## src/rtl/cga_alu_pkg.sv

```systemverilog
// Shared CGA/ALU types and defaults: DBR load sequencer state encoding and
// parameter defaults used by the DBR read-cycle controller.
package cga_alu_pkg;

    typedef enum logic [2:0] {
        IDLE = 3'd0,
        REQ  = 3'd1,
        WAIT = 3'd2,
        LOAD = 3'd3,
        REL  = 3'd4
    } dbr_ld_state_t;

    localparam int unsigned DBR_TOUT_DEFAULT = 255;
    localparam int unsigned DBR_SYNC_DEFAULT = 2;

endpackage

```

## src/rtl/cga_sync_n.sv

```systemverilog
// N-stage flip-flop synchroniser for active-low asynchronous handshake inputs;
// resets to 1 so an inactive (high) line is assumed until sampled.
module cga_sync_n #(
    parameter int unsigned STAGES = 2
) (
    input  logic clk,
    input  logic rstN,
    input  logic d,
    output logic q
);

    logic [STAGES-1:0] chain;

    always_ff @(posedge clk or negedge rstN) begin
        if (!rstN) begin
            chain <= '1;
        end else begin
            chain[0] <= d;
            for (int unsigned i = 1; i < STAGES; i++) begin
                chain[i] <= chain[i-1];
            end
        end
    end

    assign q = chain[STAGES-1];

endmodule

```

## src/rtl/cga_alu_dbr_load_ctl.sv

```systemverilog
// Read-cycle sequencer upstream of DBR: issues MREQN, waits for MRDYN, strobes
// LDDBRN low for one ALUCLK, and reports BUSY/DVALID plus a sticky TOUT.
module cga_alu_dbr_load_ctl
    import cga_alu_pkg::*;
#(
    parameter int unsigned SYNC_STAGES    = DBR_SYNC_DEFAULT,
    parameter int unsigned TIMEOUT_CYCLES = DBR_TOUT_DEFAULT,
    localparam int unsigned CNT_W         = $clog2(TIMEOUT_CYCLES + 1)
) (
    input  logic ALUCLK,
    input  logic RESETN,
    input  logic RDREQ,
    input  logic LDCD,
    input  logic MRDYN,
    input  logic CLRTO,
    output logic MREQN,
    output logic LDDBRN,
    output logic BUSY,
    output logic DVALID,
    output logic TOUT
);

    dbr_ld_state_t    state;
    logic [CNT_W-1:0] waitCnt;
    logic             mrdySync;
    logic             armed;
    logic             loadQ;

    cga_sync_n #(.STAGES(SYNC_STAGES)) uMrdySync (
        .clk  (ALUCLK),
        .rstN (RESETN),
        .d    (MRDYN),
        .q    (mrdySync)
    );

    // Both terms are flop outputs or a clean microcode strobe: no decode glitches.
    assign LDDBRN = ~(loadQ | LDCD);

    always_ff @(posedge ALUCLK or negedge RESETN) begin
        if (!RESETN) begin
            state   <= IDLE;
            waitCnt <= '0;
            armed   <= 1'b0;
            loadQ   <= 1'b0;
            MREQN   <= 1'b1;
            BUSY    <= 1'b0;
            DVALID  <= 1'b0;
            TOUT    <= 1'b0;
        end else begin
            loadQ <= 1'b0;
            if (CLRTO) TOUT <= 1'b0;

            // A ready only counts once MRDYN has been seen high after the
            // request, so a low level left over from before is never taken.
            case (state)
                IDLE: begin
                    armed <= 1'b0;
                    if (RDREQ) begin
                        state  <= REQ;
                        MREQN  <= 1'b0;
                        BUSY   <= 1'b1;
                        DVALID <= 1'b0;
                    end
                end
                REQ: begin
                    waitCnt <= '0;
                    state   <= WAIT;
                    if (mrdySync) armed <= 1'b1;
                end
                WAIT: begin
                    if (mrdySync) armed <= 1'b1;
                    if (!mrdySync && armed) begin
                        state <= LOAD;
                        MREQN <= 1'b1;
                        loadQ <= 1'b1;
                    end else if (waitCnt == CNT_W'(TIMEOUT_CYCLES - 1)) begin
                        state  <= IDLE;
                        MREQN  <= 1'b1;
                        BUSY   <= 1'b0;
                        DVALID <= 1'b0;
                        TOUT   <= 1'b1;
                    end else begin
                        waitCnt <= waitCnt + 1'b1;
                    end
                end
                LOAD: begin
                    DVALID <= 1'b1;
                    state  <= REL;
                end
                REL: begin
                    if (mrdySync) begin
                        state <= IDLE;
                        BUSY  <= 1'b0;
                    end
                end
                default: begin
                    state <= IDLE;
                    MREQN <= 1'b1;
                    BUSY  <= 1'b0;
                end
            endcase

            if (LDCD) DVALID <= 1'b1;
        end
    end

endmodule

```

## config.mk

```make
export PLATFORM = sky130hd
export DESIGN_NAME = cga_alu_dbr_load_ctl
export DESIGN_NICKNAME = d
export VERILOG_FILES = /design/src/rtl/cga_alu_pkg.sv /design/src/rtl/cga_sync_n.sv /design/src/rtl/cga_alu_dbr_load_ctl.sv
export SDC_FILE = /design/constraint.sdc
export NUM_CORES = 1
export LEC_CHECK = 0
export ABC_AREA = 1
export BUFFER_PORTS_ARGS = -buffer_cell sky130_fd_sc_hd__buf_2
export CORE_MARGIN = 2
export CORE_UTILIZATION = 50
export CTS_CLUSTER_SIZE = 8
export DETAILED_ROUTE_END_ITERATION = 7
export HOLD_SLACK_MARGIN = 0.02
export PLACE_DENSITY = 0.78
export SLEW_MARGIN = 10
export SYNTH_ARGS = -nofsm -noshare
export SYNTH_HDL_FRONTEND = slang
export SYNTH_SLANG_ARGS = --single-unit
```

## constraint.sdc

```tcl
create_clock -name ALUCLK -period 1.7 [get_ports ALUCLK]
set_clock_uncertainty 0.1 [all_clocks]
set_input_delay 0.085 -clock ALUCLK [delete_from_list [all_inputs] [get_ports ALUCLK]]
set_output_delay 0.085 -clock ALUCLK [all_outputs]
set_load 0.03 [all_outputs]
```

==> flow_summary.yaml, run 1 <==
final_layout:
  final_cell_mix: "40 x nand2_1, 16 x dfrtp_1, 16 x inv_1"
  final_nets: 158
  syn_to_final_growth_pct: 15.5
  stdcell_count: 176
  drive_gt1_share_pct: 22.1
  design_area_um2: 1210
  layout_commonest_cell: "nand2_1"
  diodes: 0
logic_synthesis:
  synth-seq-area-share_pct: 45.6
  ys_types: 24
  syn_inst: 130
  synthesis.nets: 138
  synth_area_um2: 1050
  yosys_warnings: 0
  avgSynthCellArea_um2: 8.08
  ys_ff_latch: 19
route:
  drc: 0
  drtAntennaViolNets: 0
  drt_iter0_drc: 13
  drt-wirelength-per-cell_um: 10.6
  drt_pass1_iterations: 4
  vias: 885
  detail_route.vias_per_cell: 5.03
  totalWireLength_mm: 1.87
power:
  power_density_nw_per_um2: 1490
  leakage_nw: 0.614
  peakVddDrop_mv: 0.827
critical_path:
  r2r_cells: 9
  cp-end-kind: "flip-flop"
  critPathSlowestCell: "dfrtp_1"
  critPathKind: "flip-flop to flip-flop"
  cp.arrival_ps: 1610
  cpMostUsedCell: "nand2_1"
  critPathBufInv: 1
  r2r_start: "waitCnt[0]$_DFFE_PN0P_"
  cpLargestDelayFamily: "simple AND/OR/NAND/NOR gates"
  slowest_delay_ps: 410
  crit_required_ps: 1800
  cp_cell_sequence: "inv_1, ha_1, nand2_1, nor2_1, nand2_2, nand2_1, nand3_1, nand2_1, nand2_1"
  start_kind: "flip-flop"
  regToRegSetupSlack_ps: 190
  r2r_end: "DVALID$_DFFE_PN0P_"
  cp_max_fo: 3
place:
  dp_slack_ps: 153
  dp.cells: 167
  port_buffers: 10
  gp_congestion: 0.870
  dpl_cell_area_um2: 1130
  hpwl_mm: 1.36
sta:
  tightest_slew_ps: 419
  post-route-period-util_pct: 88.8
  rsz0062_at_grt: "false"
  setup_viol: 0
  fin_crit_ps: 1510
  max_freq_mhz: 663
  layout_setup_ws_ps: 191
  fin_tns_setup_ps: 0
  slew_headroom_pct: 72.0
  slew_viol_final: 0
  finalHoldViolCount: 0
die:
  die_h_um: 49.8
  dieArea_um2: 2480
  rows: 16
  die_w_um: 49.8
  io-pin-count: 11
  initial_core_util_pct: 53.0
  core_region_area_um2: 1980
job:
  drv_cap: 0
grt:
  antenna_found_initial: 0
  grt_pass1_vias: 877
  grt_pass1_wl_mm: 3.63
  grt_max_degree: 20
  grt_overflow: 0
  grtUsageTotal_pct: 18.9
status:
  status: "completed"
clock_tree:
  htreeDepth: 1
  cts_max_path_buffers: 2
  root_buffer: "clkbuf_4"
  clock_latency_ps: 310
  cts_tree: "yes"
  cts_buffers: 3
  cts.sinks: 19
  clk_pin_slew_ps: 110
hold_path:
  worstHoldPathType: "input pin to asynchronous set/reset pin"
==> flip-flops by register name (all words and copies together), names as in the netlist <==
register / flops
state: 3
waitCnt: 8
armed: 1
MREQN: 1
uMrdySync.chain: 2
DVALID: 1
loadQ: 1
BUSY: 1
TOUT: 1
==> cell usage after synthesis, drive strengths merged <==
cell | number | area (um^2)
nand3b | 1 | 7.51
nand2 | 46 | 203
dfstp | 3 | 78.8
or2 | 1 | 6.26
nor3b | 1 | 7.51
ha | 2 | 25.0
nor2 | 16 | 85.1
a21oi | 2 | 10.0
dfrtp | 16 | 400
nand3 | 13 | 82.6
o22ai | 1 | 6.26
o21ai | 5 | 32.5
xor2 | 2 | 17.5
inv | 18 | 67.6
nand4 | 1 | 6.26
o21bai | 2 | 15.0
==> power breakdown <==
group | switching [mW] | total [mW] | internal (mW)
Clock | 0.141 | 0.233 | 0.0916
Combinational | 0.603 | 0.896 | 0.292
Sequential | 0.102 | 0.679 | 0.578
==> through the flow <==
stage | hold WS [ps] | util (%) | total power [mW]
after floorplan | -311 | - | 1.37
after CTS | 140 | 61.1 | 1.82
after detailed placement | -56.1 | 57.3 | 1.57
after global placement | -56.7 | 57.3 | 1.54
final | 127 | 61.2 | 1.81
after global routing | 175 | 61.2 | 1.99
==> final cells by class <==
class / count / area (um^2)
Fill cell: 170 / 768
Multi-Input combinational cell: 93 / 507
Sequential cell: 19 / 479
Timing Repair Buffer: 15 / 100
Tap cell: 27 / 33.8
Inverter: 18 / 67.6
Clock buffer: 4 / 26.3
==> metal layers <==
layer,GRT usage (%),up-vias,routed length [um]
met5,0,-,0
met1,25.0,415,923
met3,2.73,5,74
li1,-,445,-
met2,30.7,20,833
met4,8.33,0,40
==> timing repair <==
| item | 4_1_cts | 5_1_grt |
|---|---|---|
| hold buffers | 5 | 0 |
| resized for setup | 0 | 1 |
| endpoints found under the setup margin | 0 | 3 |
| buffers inserted | 0 | 0 |
| endpoints found under the hold margin | 23 | 0 |
==> cells by family (layout without fill, tap and decap cells) <==
family,Yosys count,after routing,share of synthesized area (%)
compound gates,10,10,6.07
xor+xnor,2,2,1.67
fa+ha+maj,2,2,2.38
buf+inv,18,37,6.43
flops,19,19,45.6
simple gates,79,79,37.9
==> worst max-delay path by stage <==
stage | startpoint | endpoint | slack (ps) | cells after the start
after global routing | waitCnt[0]$_DFFE_PN0P_ | waitCnt[5]$_DFFE_PN0P_ | 40 | 9
after CTS | waitCnt[0]$_DFFE_PN0P_ | waitCnt[4]$_DFFE_PN0P_ | 140 | 9
after global placement | waitCnt[0]$_DFFE_PN0P_ | waitCnt[4]$_DFFE_PN0P_ | 200 | 9
after floorplan | waitCnt[0]$_DFFE_PN0P_ | waitCnt[4]$_DFFE_PN0P_ | 260 | 9
after detailed placement | waitCnt[0]$_DFFE_PN0P_ | waitCnt[4]$_DFFE_PN0P_ | 150 | 9
final | waitCnt[0]$_DFFE_PN0P_ | DVALID$_DFFE_PN0P_ | 190 | 9
Power figures use the tool's default switching activity.
==> run 2: changes to the inputs <==
--- a/config.mk
+++ b/config.mk
@@ -11,6 +11,7 @@
 export CORE_UTILIZATION = 50
 export CTS_CLUSTER_SIZE = 8
 export DETAILED_ROUTE_END_ITERATION = 7
+export GPL_TIMING_DRIVEN = 0
 export HOLD_SLACK_MARGIN = 0.02
 export PLACE_DENSITY = 0.78
 export SLEW_MARGIN = 10
==> run 2 against run 1 <==
Compared with the run above: register-to-register slack got worse by 20 ps; count of clock-buffer cells in the layout decreased by 1; critical endpoint is now waitCnt[4]$_DFFE_PN0P_; die area unchanged; final cell count unchanged.
==> flow_summary.yaml, run 2 (synthesized netlist as in run 1, its figures left out) <==
status:
  status: "completed"
sta:
  setup_viol: 0
  rsz0062_at_grt: "false"
  fin_tns_setup_ps: 0
  post-route-period-util_pct: 90.1
  max_freq_mhz: 653
  finalHoldViolCount: 0
  fin_crit_ps: 1530
  slew_viol_final: 0
  tightest_slew_ps: 412
  slew_headroom_pct: 72.6
grt:
  grt_max_degree: 20
  antenna_found_initial: 0
  grtUsageTotal_pct: 18.1
  grt_pass1_wl_mm: 3.50
  grt_pass1_vias: 842
  grt_overflow: 0
critical_path:
  critical_path.endpoint: "waitCnt[4]$_DFFE_PN0P_"
  crit_required_ps: 1800
  critPathKind: "flip-flop to flip-flop"
  critPathBufInv: 1
  r2r_start: "waitCnt[0]$_DFFE_PN0P_"
  regToRegSetupSlack_ps: 170
  r2r_end: "waitCnt[4]$_DFFE_PN0P_"
  cp-startpoint: "waitCnt[0]$_DFFE_PN0P_"
  cp_num_cells: 9
  cpLargestDelayFamily: "simple AND/OR/NAND/NOR gates"
  slowest_delay_ps: 420
  critPathSlowestCell: "dfrtp_1"
  cp.arrival_ps: 1630
  cp_cell_sequence: "inv_1, ha_1, nand2_1, nor2_1, nand2_2, nor2_2, nor2_4, nand2_1, nand2_1"
  start_kind: "flip-flop"
  cp-end-kind: "flip-flop"
  r2r_cells: 9
  cp_max_fo: 6
  cpMostUsedCell: "nand2_1"
route:
  drt-wirelength-per-cell_um: 10.2
  detail_route.vias_per_cell: 4.80
  drc: 0
  vias: 844
  drt_pass1_iterations: 3
  drtAntennaViolNets: 0
  totalWireLength_mm: 1.80
  drt_iter0_drc: 19
job:
  drv_cap: 0
final_layout:
  diodes: 0
  regMostFlops: "waitCnt"
  final_nets: 158
  utilization_pct: 61.3
  largestRegisters: "waitCnt: 8 flops, state: 3 flops, uMrdySync.chain: 2 flops"
  drive_gt1_share_pct: 22.8
  final_cell_mix: "40 x nand2_1, 16 x dfrtp_1, 16 x inv_1"
  syn_to_final_growth_pct: 15.6
  layout_commonest_cell: "nand2_1"
  largest_reg_flops: 8
die:
  die_w_um: 49.8
  dieArea_um2: 2480
  core_region_area_um2: 1980
  rows: 16
  initial_core_util_pct: 53.0
  die_h_um: 49.8
  io-pin-count: 11
clock_tree:
  root_buffer: "clkbuf_4"
  cts_buffers: 3
  clk_pin_slew_ps: 110
  cts_setup_buffers: 0
  cts_max_path_buffers: 2
  htreeDepth: 1
  cts.sinks: 19
  cts_tree: "yes"
  clock_latency_ps: 290
place:
  port_buffers: 10
  hpwl_mm: 1.37
  gp_congestion: 0.826
hold_path:
  worstHoldPathType: "input pin to asynchronous set/reset pin"
power:
  leakage_nw: 0.617
  peakVddDrop_mv: 0.946
  power_density_nw_per_um2: 1480
  post-layout-total-power_mw: 1.79
-- run 2: final cells by class --
| type | instances | area [um^2] |
|---|---|---|
| fillers | 169 | 767 |
| multi-input cells | 93 | 507 |
| flip-flops and latches | 19 | 479 |
| repair buffers | 15 | 100 |
| inverters | 18 | 67.6 |
| well taps | 27 | 33.8 |
| clock buffers | 3 | 22.5 |
| clock inverters | 1 | 5.00 |
-- run 2: how the worst min path moves through the flow --
stage / from / end / slack (ps) / cells past startpoint
final: RESETN / BUSY$_DFFE_PN0P_ / 140 / 2
after global routing: RESETN / BUSY$_DFFE_PN0P_ / 180 / 2
after CTS: RESETN / TOUT$_DFF_PN0_ / 160 / 2
after detailed placement: RESETN / BUSY$_DFFE_PN0P_ / -50 / 1
after global placement: RESETN / BUSY$_DFFE_PN0P_ / -60 / 1
after floorplan: RESETN / BUSY$_DFFE_PN0P_ / -310 / 0
-- run 2: power by group --
part           internal, mW  leakage [nW]  switching (mW)  total [mW]
clock                0.0876        0.0177           0.141       0.229
combinational         0.292         0.357           0.595       0.887
sequential            0.578         0.242          0.0996       0.677
total                 0.957         0.617           0.835        1.79
-- run 2: metal layers --
layer	track usage, %	routed length, um
met2	30.0	855
met1	23.1	882
met3	2.73	45
met4	8.33	14
met5	0	0
-- run 2: timing repair --
action | 4_1_cts | 5_1_grt
gates resized for setup | 0 | 1
hold buffers | 5 | 0
endpoints found under the hold margin | 23 | 0
setup endpoints to repair | 0 | 3
-- run 2: per-stage QoR --
step                      area (um^2)  setup slack [ps]  std cells  hold WS [ps]
after detailed placement         1130               118        167         -54.1
after floorplan                  1050               255        130          -311
after CTS                        1210              99.7        176           155
final                            1210               169        176           141
after global routing             1210              43.0        176           176
after global placement           1130               154        167         -58.2
